File: config.mk
export PLATFORM = sky130hd
export DESIGN_NAME = instr_fetch_unit
export DESIGN_NICKNAME = d
export VERILOG_FILES = /design/src/rtl/cpu_pkg.sv /design/src/rtl/fetch_fifo.sv /design/src/rtl/instr_fetch_unit.sv
export SDC_FILE = /design/constraint.sdc
export NUM_CORES = 1
export LEC_CHECK = 0
export BUFFER_PORTS_ARGS = -buffer_cell sky130_fd_sc_hd__buf_4
export CORE_UTILIZATION = 30
export DETAILED_ROUTE_END_ITERATION = 6
export SLEW_MARGIN = 25
export SYNTH_ARGS = -nofsm -noshare
export SYNTH_HDL_FRONTEND = slang
export SYNTH_SLANG_ARGS = --single-unit
File: constraint.sdc
create_clock -name clk -period 3.05 [get_ports clk]
set_input_delay 0.1525 -clock clk [delete_from_list [all_inputs] [get_ports clk]]
set_output_delay 0.1525 -clock clk [all_outputs]
set_load 0.01 [all_outputs]
File: src/rtl/cpu_pkg.sv
// Shared CPU constants and types used by fetch and decode.
package cpu_pkg;

  localparam int INSTR_W = 32;
  localparam int ADDR_W  = 32;
  localparam logic [ADDR_W-1:0] PC_STEP = 32'd4;

  typedef enum logic [6:0] {
    OPC_LOAD   = 7'b0000011,
    OPC_OP_IMM = 7'b0010011,
    OPC_AUIPC  = 7'b0010111,
    OPC_STORE  = 7'b0100011,
    OPC_OP     = 7'b0110011,
    OPC_LUI    = 7'b0110111,
    OPC_BRANCH = 7'b1100011,
    OPC_JALR   = 7'b1100111,
    OPC_JAL    = 7'b1101111,
    OPC_SYSTEM = 7'b1110011
  } opcode_e;

  typedef struct packed {
    logic [ADDR_W-1:0]  pc;
    logic [INSTR_W-1:0] instr;
  } fetch_entry_t;

  function automatic logic [ADDR_W-1:0] word_align(input logic [ADDR_W-1:0] addr);
    return {addr[ADDR_W-1:2], 2'b00};
  endfunction

endpackage

File: src/rtl/fetch_fifo.sv
// Prefetch FIFO of {pc, instr} entries with flush; head reads as zero when empty.
module fetch_fifo
  import cpu_pkg::*;
#(
  parameter int DEPTH = 4
) (
  input  logic                   clk,
  input  logic                   reset,
  input  logic                   flush,
  input  logic                   push,
  input  fetch_entry_t           push_data,
  input  logic                   pop,
  output fetch_entry_t           head,
  output logic [$clog2(DEPTH):0] count
);

  localparam int AW = $clog2(DEPTH);
  localparam int CW = AW + 1;

  fetch_entry_t    mem [DEPTH];
  logic [AW-1:0]   rd_ptr;
  logic [AW-1:0]   wr_ptr;

  // Pointers and occupancy; flush discards everything including a same-cycle push.
  always_ff @(posedge clk or posedge reset) begin
    if (reset) begin
      rd_ptr <= '0;
      wr_ptr <= '0;
      count  <= '0;
    end else if (flush) begin
      rd_ptr <= '0;
      wr_ptr <= '0;
      count  <= '0;
    end else begin
      if (push) wr_ptr <= wr_ptr + AW'(1);
      if (pop)  rd_ptr <= rd_ptr + AW'(1);
      count <= count + CW'(push) - CW'(pop);
    end
  end

  // Entry storage, no reset needed since the head is masked while empty.
  always_ff @(posedge clk) begin
    if (push && !flush) mem[wr_ptr] <= push_data;
  end

  assign head = (count == CW'(0)) ? '0 : mem[rd_ptr];

endmodule

File: src/rtl/instr_fetch_unit.sv
// Instruction fetch: issues in-order word fetches, buffers responses, drops stale ones after redirect.
module instr_fetch_unit
  import cpu_pkg::*;
#(
  parameter int          DEPTH    = 4,
  parameter logic [31:0] RESET_PC = 32'h0000_0000
) (
  input  logic        clk,
  input  logic        reset,
  output logic        imem_req_valid,
  input  logic        imem_req_ready,
  output logic [31:0] imem_req_addr,
  input  logic        imem_rsp_valid,
  input  logic [31:0] imem_rsp_data,
  output logic        id_valid,
  input  logic        id_ready,
  output logic [31:0] id_instr,
  output logic [31:0] id_pc,
  input  logic        redirect_valid,
  input  logic [31:0] redirect_pc
);

  localparam int CW = $clog2(DEPTH) + 1;
  localparam logic [CW:0] DEPTH_LIM = (CW+1)'(DEPTH);

  logic [ADDR_W-1:0] fetch_pc;
  logic [ADDR_W-1:0] rsp_pc;
  logic [ADDR_W-1:0] redirect_target;
  logic [CW-1:0]     outstanding;
  logic [CW-1:0]     drop_count;
  logic [CW-1:0]     fifo_count;
  logic [CW:0]       occupancy;
  logic              req_fire;
  logic              rsp_keep;
  logic              pop;
  fetch_entry_t      head;
  fetch_entry_t      push_data;

  assign redirect_target = word_align(redirect_pc);

  // Buffered plus in-flight words never exceed DEPTH, so every response has a slot.
  assign occupancy      = {1'b0, fifo_count} + {1'b0, outstanding};
  assign imem_req_valid = ~reset & ~redirect_valid & (occupancy < DEPTH_LIM);
  assign imem_req_addr  = fetch_pc;
  assign req_fire       = imem_req_valid & imem_req_ready;

  assign rsp_keep  = imem_rsp_valid & (drop_count == CW'(0)) & ~redirect_valid;
  assign push_data = '{pc: rsp_pc, instr: imem_rsp_data};

  assign id_valid = (fifo_count != CW'(0)) & ~redirect_valid;
  assign pop      = id_valid & id_ready;
  assign id_instr = head.instr;
  assign id_pc    = head.pc;

  // Request and response address pointers, both retargeted by a redirect.
  always_ff @(posedge clk or posedge reset) begin
    if (reset) begin
      fetch_pc <= word_align(RESET_PC);
      rsp_pc   <= word_align(RESET_PC);
    end else if (redirect_valid) begin
      fetch_pc <= redirect_target;
      rsp_pc   <= redirect_target;
    end else begin
      if (req_fire) fetch_pc <= fetch_pc + PC_STEP;
      if (rsp_keep) rsp_pc   <= rsp_pc + PC_STEP;
    end
  end

  // In-flight tracking; on redirect every still-unreturned request becomes stale.
  always_ff @(posedge clk or posedge reset) begin
    if (reset) begin
      outstanding <= '0;
      drop_count  <= '0;
    end else begin
      outstanding <= outstanding + CW'(req_fire) - CW'(imem_rsp_valid);
      if (redirect_valid) begin
        drop_count <= outstanding - CW'(imem_rsp_valid);
      end else if (imem_rsp_valid && (drop_count != CW'(0))) begin
        drop_count <= drop_count - CW'(1);
      end
    end
  end

  fetch_fifo #(.DEPTH(DEPTH)) u_fifo (
    .clk       (clk),
    .reset     (reset),
    .flush     (redirect_valid),
    .push      (rsp_keep),
    .push_data (push_data),
    .pop       (pop),
    .head      (head),
    .count     (fifo_count)
  );

endmodule

## After elaboration in Yosys (flattened, before gate mapping)

Memories as Yosys holds them, arrays and structs flattened.
Index checks and enable logic that the tools add are counted.

- Bits in writable memories: 256
- Input port bits: 70
- Word-level logic and storage cells: 54
- Register bits after elaboration: 77
- Latch bits: 0
- Memories: 1
- Output and inout bits: 98
- ROM bits: 0

Memories:

| memory | words | bits a word | rd ports | clocked after Yosys merged registers in | write ports | line | source |
|---|---|---|---|---|---|---|---|
| u_fifo.mem | 4 | 64 | 1 | 0 | 1 | fetch_fifo.sv:20 | `fetch_entry_t mem [DEPTH];` |

- Divide/modulo/power cells: 0
- Magnitude comparators: 1
- Reduce and logical (&&, ||, !) cells: 11
- Shifts and indexed selects: 0
- Bitwise gates (word level): 9
- Multiplexer cells: 14
- $add $sub $neg: 11
- Equality and inequality tests: 0
- $mul: 0

Operator list:

| operator | number |
|---|---|
| $mux W32 | 4 |
| $add A32 B3 Y32 const B | 2 |
| $mux W64 | 1 |
| $mux W3 | 3 |
| $sub A3 B1 Y3 | 3 |
| $mux W2 | 4 |
| $reduce_bool A2 Y1 | 4 |
| $and A1 B1 Y1 | 7 |
| $add A3 B1 Y3 | 2 |
| $logic_not A3 Y1 | 2 |
| $reduce_bool A3 Y1 | 2 |
| $add A2 B1 Y2 const B | 2 |
| $add A3 B3 Y4 | 1 |
| $lt A4 B3 Y1 const B | 1 |
| $sub A3 B1 Y3 const B | 1 |
| $logic_and A1 B1 Y1 | 2 |
| $mux W1 | 2 |
| $not A1 Y1 | 2 |
| $logic_not A1 Y1 | 1 |

## Logic depth before layout (Yosys ltp)

- Word-level depth: 6
- Mapped depth: 11
- Depth with buffers taken out: 10

## Modules after synthesis

From an unflattened synthesis, not the netlist that was laid out.

- Cell total of the unflattened synthesis: 862
- Area, all modules: 13958.4 um^2

Modules (own cells, without submodules):

| module | seq. area each (um^2) | instances | area an instance (um^2) | cells each |
|---|---|---|---|---|
| fetch_fifo | 7862.5 | 1 | 10124.7 | 445 |
| instr_fetch_unit | 1651.6 | 1 | 3833.7 | 417 |

## Worst setup path before layout

No wires, ideal clock.

- Path type: register to register
- Start: reg outstanding[2]
- End: reg outstanding[2]
- Arrival: 3053 ps
- Required time: 2927 ps
- Period minus slack after synthesis: 3176 ps
- Stages on the path, launching flop included: 12
- Path buffers: 1
- Library setup time: 123 ps
- Setup slack: -126 ps
- Cell sequence: dfrtp_1 ha_1 or4_4 nor4b_4 inv_2 clkbuf_1 ha_1 inv_1 ha_1 fa_1 xor2_1 xnor2_1

- Longest elaborated chain between the ends: 6

Ends and longest elaborated chain:

| what | line | source |
|---|---|---|
| start: declaration | instr_fetch_unit.sv:29 | `logic [CW-1:0] outstanding;` |
| start signal: assignment | instr_fetch_unit.sv:75 | `outstanding <= outstanding + CW'(req_fire) - CW'(imem_rsp_valid);` |
| $add A3 B3 Y4 | instr_fetch_unit.sv:42 | `assign occupancy = {1'b0, fifo_count} + {1'b0, outstanding};` |
| $lt A4 B3 Y1 | instr_fetch_unit.sv:43 | `assign imem_req_valid = ~reset & ~redirect_valid & (occupancy < DEPTH_LIM);` |
| $and A1 B1 Y1 | instr_fetch_unit.sv:43 |  |
| $and A1 B1 Y1 | instr_fetch_unit.sv:45 | `assign req_fire = imem_req_valid & imem_req_ready;` |
| $add A3 B1 Y3 (*) | instr_fetch_unit.sv:75 |  |
| $sub A3 B1 Y3 (*) | instr_fetch_unit.sv:75 |  |

Every way passes the cells marked *; elsewhere a longest branch is shown, timed or not.
A chain may end at the register's enable or synchronous reset.

## Worst setup path after layout

Ends and elaborated chain as after synthesis.

==> impl_summary.txt <==
----------------------------------------------------
[Outcome]
  Run status ... finished clean

[Clock tree]
  Number of clock sinks ... around 320
  Number of buffers inserted during clock tree synthesis ... 37
  Maximum level of the CTS H-tree ... 2
  Post-CTS setup buffers ... 0
  Cell at the root of the clock tree ... sky130_fd_sc_hd__clkbuf_16
  Worst skew pair latency ... 0.54 ns
  TritonCTS clock tree ... done
  CTS Buffer Depth ... 3
  Clock transition at the registers of the reported paths ... 0.06 ns

[Placed design]
  Pre-CTS setup slack ... about 0.18 ns
  HPWL reported at the end of detailed placement ... about 20000 microns
  Placer Congestion ... around 0.81
  Number of buffers added on ports ... about 160

[Timing]
  Hold violation count in the final report ... 0
  Minimum clock period after layout ... ~2.9 ns
  Fmax ... 346.9 MHz
  Final setup TNS ... 0 ns
  Unrepaired setup endpoints after global routing ... no
  Pins over their slew limit ... 0
  Fraction of the cycle the final worst path needs ... between 90% and 100%
  Final critical-path setup slack ... between 0.15 and 0.2 ns
  Final Setup Violations ... 0
  Skew final ... between 0.015 and 0.02 ns
  Slew at the pin with the worst max-slew slack ... roughly 0.91 ns
  Headroom to the max-slew limit ... 38.93%

[Global routing]
  Global-route wire length before repair ... between 50000 and 60000 microns
  Total gr overflow ... 0
  Pin count of the biggest net entering global routing ... 67
  Global routing usage summed across all routing layers ... between 10% and 20%
  Via count of the first global-routing pass ... between 8000 and 9000
  Initial antenna violation count ... 1

[Cells and area]
  Layout Utilization ... roughly two fifths
  Number of nets in the layout ... 1199
  Share of layout cells above drive strength 1 ... 28.33%
  Area of combinational cells with multiple inputs ... 4015 sq um
  Area used by sequential logic in the layout ... slightly above 9000 sq um
  Fillers ... ~4200
  Layout area overhead ... 29.74%

[Synthesis]
  Mapped Area ... approximately 14000 sq um
  Top post-synthesis cells by area ... sky130_fd_sc_hd__edfxtp_1, sky130_fd_sc_hd__dfrtp_1, sky130_fd_sc_hd__mux4_2
  Commonest cells post-synth ... sky130_fd_sc_hd__edfxtp_1, sky130_fd_sc_hd__dfrtp_1, sky130_fd_sc_hd__and2_1, sky130_fd_sc_hd__mux4_2, sky130_fd_sc_hd__nand2_1
  Library cell with the largest summed area after synthesis ... sky130_fd_sc_hd__edfxtp_1
  Number of synthesized flops with an enable pin ... ~250
  Synthesized instance count ... 860
  Post-synth top flop ... sky130_fd_sc_hd__edfxtp_1
  Yosys synthesis warning count ... 0
  Number of distinct library cells after synthesis ... 43
  Most numerous cell in the Yosys netlist ... sky130_fd_sc_hd__edfxtp_1
  Share of the synthesized area in the top cell type ... 55.05%
  Syn avg cell area ... between 15 and 20 sq um
  Seq/Total Area, Yosys ... 68.55%
  Async set-reset flop share out of synthesis ... 22.74%
  Number of register bits inferred by synthesis ... about 320

[Pwr]
  Pwr per Cell Area ... about 750 nW/um^2
  Standby leakage power ... between 6 and 7 nW
  Total design power ... 13.09 mW
  Worst supply voltage drop on vdd ... about 400 uV

[Setup path]
  Startpoint kind of the worst setup timing path ... flop
  Top cell by count, worst path ... sky130_fd_sc_hd__ha_1
  Reg-to-reg endpoint ... outstanding[2]$_DFF_PP0_
  Register-to-register setup slack ... 0.17 ns
  Cell type of the slowest stage on the worst timing path ... sky130_fd_sc_hd__or4_4
  Arrival time of the worst setup path ... 3.30 ns
  Setup crit end kind ... flop
  Critical path peak fanout ... 3
  Required time at the endpoint of the critical path ... 3.47 ns
  Critical path's largest stage delay ... 0.54 ns
  Worst-path cell chain ... ha_1, or4_4, nor4b_4, inv_2, ha_1, inv_1, ha_1, fa_1, xor2_1, xnor2_1
  Register-to-Register Path Depth ... 10
  Start-to-end type of the worst setup path ... reg2reg
  Beginning of the worst register-to-register path ... outstanding[2]$_DFF_PP0_

[Die]
  Core Region ... 44320 sq um
  Die H ... between 200 and 250 microns
  Number of placement rows ... just under 80
  Effective utilization at floorplan ... a little under a third
  Die area ... 45950 sq um
  Die X-Extent ... 214.4 microns
  Total I/O pin count ... approximately 170

[Min path]
  Hold Path End ... imem_req_addr[4]$_DFFE_PP0P_
  Startpoint of the worst hold path ... imem_req_ready
  Worst Hold Depth ... 5
  Tightest Hold Check Type ... in2reg

[Routing]
  Number of optimization iterations in the first detailed-route pass ... 5
  Initial DRC count ... between 500 and 600
  DR WL/cell ... ~19 microns
  DRC violations left ... 0
  Antenna viol nets, final ... 0
  Via-to-Cell Ratio ... around 4.8
  Final wirelength ... between 30000 and 40000 microns
  Total vias in the final route ... around 8300

[Flow run]
  Max Cap Violations ... 0

----------------------------------------------------
[metal layers]
layer / vias up / track usage [%] / wire length (microns)
li1: 3803 / - / -
met1: 4222 / 19.42 / 14880
met2: 269 / 22.81 / 15090
met3: 33 / 2.965 / 1872
met4: 0 / 4.405 / 528
met5: - / 0 / 0
[critical path: cells and delay by family, from the launching register on]
kind / cells / cell delay [ns]
fa+ha+maj: 4 / 1.14
simple gates: 2 / 0.82
flops: 1 / 0.42
xor+xnor: 2 / 0.29
buf+inv: 2 / 0.10
[cells by family after synthesis]
| kind of cell | count (synthesis) | share of synthesized area [%] |
|---|---|---|
| adder cells (fa/ha/maj) | 18 | 1.776 |
| buffers and inverters | 65 | 1.915 |
| XOR/XNOR | 41 | 2.654 |
| AO/OA/AOI/OAI | 78 | 3.524 |
| flip-flops | 321 | 68.55 |
| other | 1 | 0.02772 |
| AND/OR/NAND/NOR | 266 | 10.61 |
| multiplexers | 70 | 10.94 |
[cell type report]
cell class / instances / share of cell area [%]
antenna: 1 / 0.01426
clock buffer: 49 / 5.888
tap: 592 / 4.220
inverter: 23 / 0.4919
timing repair buffer: 251 / 12.30
clock inverter: 19 / 1.340
multi-input combinational: 477 / 22.88
sequential: 321 / 52.87
[worst max path at each step]
stage	start	end	depth (start not counted)	slack [ns]
floorplan	outstanding[2]$_DFF_PP0_	outstanding[2]$_DFF_PP0_	11	-0.04
global placement	outstanding[2]$_DFF_PP0_	outstanding[2]$_DFF_PP0_	10	0.20
detailed placement	outstanding[2]$_DFF_PP0_	outstanding[2]$_DFF_PP0_	10	0.18
CTS	outstanding[2]$_DFF_PP0_	outstanding[2]$_DFF_PP0_	10	0.15
global route	outstanding[2]$_DFF_PP0_	outstanding[2]$_DFF_PP0_	10	0.04
finish	outstanding[2]$_DFF_PP0_	outstanding[2]$_DFF_PP0_	10	0.17
[power breakdown]
part	total (mW)	internal (mW)	leakage, nW	switching, mW
clock	4.59	2.82	0.613	1.77
sequential	5.37	5.01	3.13	0.363
combinational	3.12	1.63	2.59	1.49
[what timing repair did]
action	in CTS	in global routing
resized for setup	0	0
hold endpoints to repair	228	0
hold buffers	65	0
[registers in the layout, summed over array words and instances (netlist names)]
| signal | cells |
|---|---|
| u_fifo.mem | 248 |
| imem_req_addr | 30 |
| u_fifo.rd_ptr | 2 |
| drop_count | 3 |
| u_fifo.count | 3 |
| outstanding | 3 |
| u_fifo.wr_ptr | 2 |
| rsp_pc | 30 |
[stage by stage]
stage          cells  hold WS (ns)  area, sq um
5_1_grt         1732        0.2773        17550
3_5_place_dp    1599        0.3561        15630
2_1_floorplan    863        0.2514        13550
3_3_place_gp    1599        0.3544        15630
4_1_cts         1732        0.2380        17550
6_report        1733        0.2690        17550
[placed cells by master (no fill, tap or decap), types with 24 or more instances in the layout]
cell type                       Yosys  layout
sky130_fd_sc_hd__and2_1            71      67
sky130_fd_sc_hd__buf_4              4     177
sky130_fd_sc_hd__clkbuf_16          0      39
sky130_fd_sc_hd__dfrtp_1           73      71
sky130_fd_sc_hd__dlygate4sd3_1      0      65
sky130_fd_sc_hd__edfxtp_1         248     248
sky130_fd_sc_hd__mux4_2            62      62
sky130_fd_sc_hd__nand2_1           57      57
sky130_fd_sc_hd__nand3_1           38      38
sky130_fd_sc_hd__nand4_1           24      24
sky130_fd_sc_hd__nor2_1            31      30
sky130_fd_sc_hd__o21ai_0           39      39
sky130_fd_sc_hd__xor2_1            31      31
Power figures use the tool's default switching activity.
